===== config.mk =====
export PLATFORM = sky130hd
export DESIGN_NAME = osc_freq_meter
export DESIGN_NICKNAME = d
export VERILOG_FILES = /design/src/rtl/osc_freq_meter.sv
export SDC_FILE = /design/constraint.sdc
export NUM_CORES = 1
export LEC_CHECK = 0
export ABC_AREA = 1
export CORE_ASPECT_RATIO = 1.4
export CORE_MARGIN = 2
export CORE_UTILIZATION = 61
export DETAILED_ROUTE_END_ITERATION = 10
export PLACE_DENSITY = 0.86
export SLEW_MARGIN = 0
export SYNTH_ARGS = -nofsm -noshare
export SYNTH_HDL_FRONTEND = slang
export SYNTH_SLANG_ARGS = --single-unit

===== constraint.sdc =====
create_clock -name clk -period 7.6 [get_ports clk]
set_input_delay 1.52 -clock clk [delete_from_list [all_inputs] [get_ports clk]]
set_output_delay 1.52 -clock clk [all_outputs]
set_load 0.1 [all_outputs]

===== src/rtl/osc_freq_meter.sv =====
// osc_freq_meter: counts synchronized osc_in rising edges per GATE_CYCLES window and strobes saturated (count - offset) on out_data/out_sat/out_valid; ports clk, reset, osc_in, enable, offset in; out_data, out_valid, out_sat out
module osc_freq_meter #(
  parameter int IO_B        = 16,
  parameter int GATE_CYCLES = 50000,
  parameter int SYNC_STAGES = 2
) (
  input  logic            clk,
  input  logic            reset,
  input  logic            osc_in,
  input  logic            enable,
  input  logic [IO_B-1:0] offset,
  output logic [IO_B-1:0] out_data,
  output logic            out_valid,
  output logic            out_sat
);
  localparam int CNT_B = $clog2(GATE_CYCLES) + 1;
  localparam int DW = (CNT_B > IO_B ? CNT_B : IO_B) + 1;
  typedef enum logic {IDLE, RUN} state_t;
  state_t state_q, state_d;
  logic [SYNC_STAGES-1:0] sync_q, sync_d;
  logic prev_q, rise, run, term, lo, hi;
  logic [CNT_B-1:0] gate_q, gate_d, edge_q, edge_d, raw;
  logic [DW-1:0] diff;
  logic [IO_B-1:0] data_q, data_d;
  logic valid_q, valid_d, sat_q, sat_d;
  always_comb begin
    sync_d = {sync_q[SYNC_STAGES-2:0], osc_in};
    rise = sync_q[SYNC_STAGES-1] & ~prev_q;
    run = state_q == RUN && enable;
    term = gate_q == CNT_B'(GATE_CYCLES - 1);
    state_d = enable ? RUN : IDLE;
    gate_d = run && !term ? gate_q + 1'b1 : '0;
    edge_d = run && !term ? edge_q + CNT_B'(rise) : '0;
    raw = edge_q + CNT_B'(rise);
    diff = DW'(raw) - DW'(offset);
    lo = DW'(raw) < DW'(offset);
    hi = !lo && (diff >> IO_B) != '0;
    valid_d = run && term;
    data_d = valid_d ? (lo ? '0 : hi ? '1 : diff[IO_B-1:0]) : data_q;
    sat_d = valid_d ? lo | hi : sat_q;
  end
  always_ff @(posedge clk) begin
    if (reset) begin
      sync_q <= '0;
      prev_q <= 1'b0;
      state_q <= IDLE;
      gate_q <= '0;
      edge_q <= '0;
      data_q <= '0;
      valid_q <= 1'b0;
      sat_q <= 1'b0;
    end else begin
      sync_q <= sync_d;
      prev_q <= sync_q[SYNC_STAGES-1];
      state_q <= state_d;
      gate_q <= gate_d;
      edge_q <= edge_d;
      data_q <= data_d;
      valid_q <= valid_d;
      sat_q <= sat_d;
    end
  end
  assign out_data = data_q;
  assign out_valid = valid_q;
  assign out_sat = sat_q;
endmodule


==> summary.txt <==
Status
  – Status: finished clean

Min path
  – Worst hold path type: flop to flop

Setup path
  – Slowest stage cell, crit path: ha_1
  – Worst setup endpoint: out_data[7]
  – CP Launch Type: flop
  – CP endpoint kind: flop
  – Reg2Reg Setup Slack: 3.88 ns
  – Most common cell on crit path: nand2_1
  – Critical R2R Capture: out_data[7]
  – Critical setup path kind: flop to flop
  – R2R depth: 27
  – CP arrival: 3.90 ns
  – Worst-path fanout max: 13
  – Crit path launch: sync_q[1]
  – Largest stage delay, worst path: 0.35 ns
  – Buffers & Inverters on Critical Path: 4
  – Worst Path Required: 7.77 ns
  – Number of cells on the critical path: 27
  – Top delay family on crit path: simple AND/OR/NAND/NOR gates
  – R2r startpoint: sync_q[1]

Clock tree
  – Clock buffer count from CTS: 5
  – Clock Path Buffers: 2
  – TritonCTS clock tree: done
  – Worst-path clk slew: about 0.10 ns
  – # clock sinks: 56
  – PostCTS Resize Cnt: 0
  – CTS Root Cell: clkbuf_8
  – Post-CTS Setup Bufs: 0
  – Worst skew pair latency: 0.32 ns
  – CTS H-tree lvls: 2
  – Hold_buf cts: 0

Routing
  – DR vias: 3183
  – WL per Instance: 11.3 um
  – M1 WL: ~2.8 mm
  – DR top layer: met4
  – Vias per inst: 5.21
  – Met2 Wirelength: 3.66 mm
  – # DRC: 0
  – Routed met3 length: 229 um
  – Final WL: 6.90 mm
  – 1st-iter DRT viols: 116
  – Final ANT Viol Nets: 0
  – Drt first pass iters: 5

STA
  – Least-Margin Pin Slew: 0.977 ns
  – Fmax: 269 MHz
  – Post-route setup TNS: 0 ns
  – Relative slew slack: 0.346
  – # setup viols final: 0
  – Final Hold Fails: 0
  – RSZ-0062 raised after global routing: false
  – Max-slew violations: 0
  – Setup Skew: ~0.015 ns
  – Tcrit/Tclk final: 0.490
  – Final Critical Period: 3.72 ns

Logic synthesis
  – Synth Area per Inst: 6.69 um^2
  – Most used DFF post-synth: dfxtp_1
  – Ys Warns: 0
  – Post-Syn Area: about 3400 um^2
  – Async set or reset register ratio after synthesis: 0
  – #FFs+latches synth: 56
  – Syn Inst Count: around 500
  – Post-synth EDFFs: 0
  – Synth cell types: 38
  – Mapped Nets: 546
  – Seq/Total Area, Yosys: 0.331

Die
  – Die X: 66.9 um
  – Floorplan die height: 92.1 um
  – I/O Pins: 38
  – Initial core utilization: 0.621
  – Core area: 5450 um^2
  – Die ar.: roughly 6200 um^2
  – Row count: 32

Global route
  – First-pass GRT wire length: 11.9 mm
  – Vias in the first global route: 3059
  – Largest net degree at the start of global routing: 30
  – Initial antenna violation count: 0
  – GRT overflow: 0
  – Global Route Usage Sum: 0.243

Job
  – Max-cap viol count: 0

Placed design
  – RePlAce Congestion: 0.949
  – Hpwl dp: 5.57 mm
  – Buffers on Ports: 37
  – Placed cell area: 3790 um^2

Final layout
  – Filler cells: 492
  – Fraction of layout cells with a size suffix above 1: 0.0681
  – Multi-input logic area: 1870 um^2
  – Register area: 1120 um^2
  – P&R area growth vs syn: 14.8%
  – Post-layout net count: 582
  – Final instance area: 3880 um^2
  – Diodes inserted: 0

Pwr
  – Max VDD drop: around 0.15 mV
  – Pleak: 1.81 nW
  – Power Dens Cells: 130 nW/um^2
==> cell families (layout without fill, tap and decap cells) <==
kind of cell	count (synthesis)	in the layout	share of synthesized area
buffers and inverters	98	135	0.115
xor gates and xnor gates	21	21	0.0544
adders and majority gates	20	20	0.0762
and+or+nand+nor	251	251	0.322
DFF	56	56	0.331
AOI/OAI and AO/OA	60	60	0.102
==> routing by layer <==
layer,GRT usage,up-vias
li1,-,1643
met1,0.253,1438
met2,0.451,79
met3,0.0429,23
met4,0.116,0
met5,0,-
==> worst reg2reg max path, cell delays in order, from the launching register on <==
cell,delay (ns)
dfxtp_1,0.33
inv_1,0.05
nor2_1,0.11
ha_1,0.19
nand3_1,0.10
nor2_1,0.17
inv_1,0.10
nor2_1,0.09
inv_1,0.06
nor2_1,0.14
nand3_1,0.11
nor2_1,0.18
nand3_1,0.11
xor2_1,0.18
inv_1,0.08
ha_1,0.35
nand2_1,0.13
nor2_1,0.16
and3_1,0.18
nand2_1,0.09
nand2_1,0.07
nand2_1,0.04
nand2_1,0.07
nand3_2,0.13
nand2_4,0.16
nand2_1,0.07
nand2_1,0.07
a21oi_1,0.06
==> layout by cell type (no fill, tap or decap), types with 2 or more instances in the layout <==
cell             synthesis  routed
ha_1                    19      19
dfxtp_1                 56      56
nor3_1                  10      10
nand2_1                134     134
o21ai_0                  6       6
nor2_1                  57      57
nand3b_1                 2       2
nor2_2                   7       7
a21oi_1                 38      38
nand2_2                  6       6
and3_1                   2       2
o21ai_1                  2       2
inv_1                   85      85
clkdlybuf4s50_1          0      37
nor3b_1                  2       2
clkbuf_8                 0       5
nand4_1                  3       3
nand3_1                 18      18
a31oi_1                  3       3
or2_2                    3       3
xnor2_1                  7       7
xor2_1                  14      14
nand3_2                  4       4
o21bai_1                 4       4
inv_2                    4       4
==> registers in the layout (all words and copies together), names as in the netlist <==
| signal | flops |
|---|---|
| out_sat | 1 |
| out_valid | 1 |
| sync_q | 2 |
| prev_q | 1 |
| edge_q | 17 |
| out_data | 16 |
| state_q | 1 |
| gate_q | 17 |
==> area by class of cell <==
| type | instances | share of cell area |
|---|---|---|
| clock buffers | 5 | 0.0177 |
| clock inverters | 3 | 0.00709 |
| inverters | 90 | 0.0870 |
| multi-input cells | 352 | 0.482 |
| flip-flops and latches | 56 | 0.289 |
| well taps | 68 | 0.0219 |
| repair buffers | 37 | 0.0953 |
==> worst min-delay path by stage <==
stage                   start   endpoint  slack, ns  depth (start not counted)
finish              sync_q[0]  sync_q[1]       0.42                          2
global route        sync_q[0]  sync_q[1]       0.43                          2
CTS                 sync_q[0]  sync_q[1]       0.42                          2
detailed placement  sync_q[0]  sync_q[1]       0.41                          2
global placement    sync_q[0]  sync_q[1]       0.39                          2
floorplan           sync_q[0]  sync_q[1]       0.39                          2
==> power breakdown <==
part	total, mW	switching (mW)	internal [mW]
Clock	0.171	0.103	0.0679
Combinational	0.0407	0.0218	0.0189
Sequential	0.295	0.000325	0.294
Total	0.506	0.125	0.381
==> synthesized netlist by cell type (2+ instances only) <==
cell type / n / area share
nand2_1: 134 / 0.15
inv_1: 85 / 0.094
nor2_1: 57 / 0.063
dfxtp_1: 56 / 0.33
a21oi_1: 38 / 0.056
ha_1: 19 / 0.070
nand3_1: 18 / 0.027
xor2_1: 14 / 0.036
nor3_1: 10 / 0.015
nor2_2: 7 / 0.013
xnor2_1: 7 / 0.018
nand2_2: 6 / 0.011
o21ai_0: 6 / 0.0089
buf_2: 4 / 0.0059
inv_2: 4 / 0.0044
nand3_2: 4 / 0.012
o21bai_1: 4 / 0.0089
a31oi_1: 3 / 0.0055
nand4_1: 3 / 0.0055
or2_2: 3 / 0.0055
and3_1: 2 / 0.0037
buf_6: 2 / 0.0067
clkbuf_1: 2 / 0.0022
nand3b_1: 2 / 0.0044
nor3b_1: 2 / 0.0044
o21ai_1: 2 / 0.0030
==> metrics by stage <==
stage / util / hold slack (ns) / power [mW] / setup slack, ns / std cells
after floorplan: - / 0.388 / 0.326 / 4.27 / 506
final: 0.713 / 0.416 / 0.506 / 3.88 / 611
after detailed placement: 0.696 / 0.407 / 0.342 / 3.59 / 603
after CTS: 0.713 / 0.421 / 0.511 / 3.89 / 611
after global routing: 0.713 / 0.433 / 0.525 / 3.33 / 611
after global placement: 0.696 / 0.391 / 0.341 / 3.66 / 603
(Power assumes the default switching activity.)
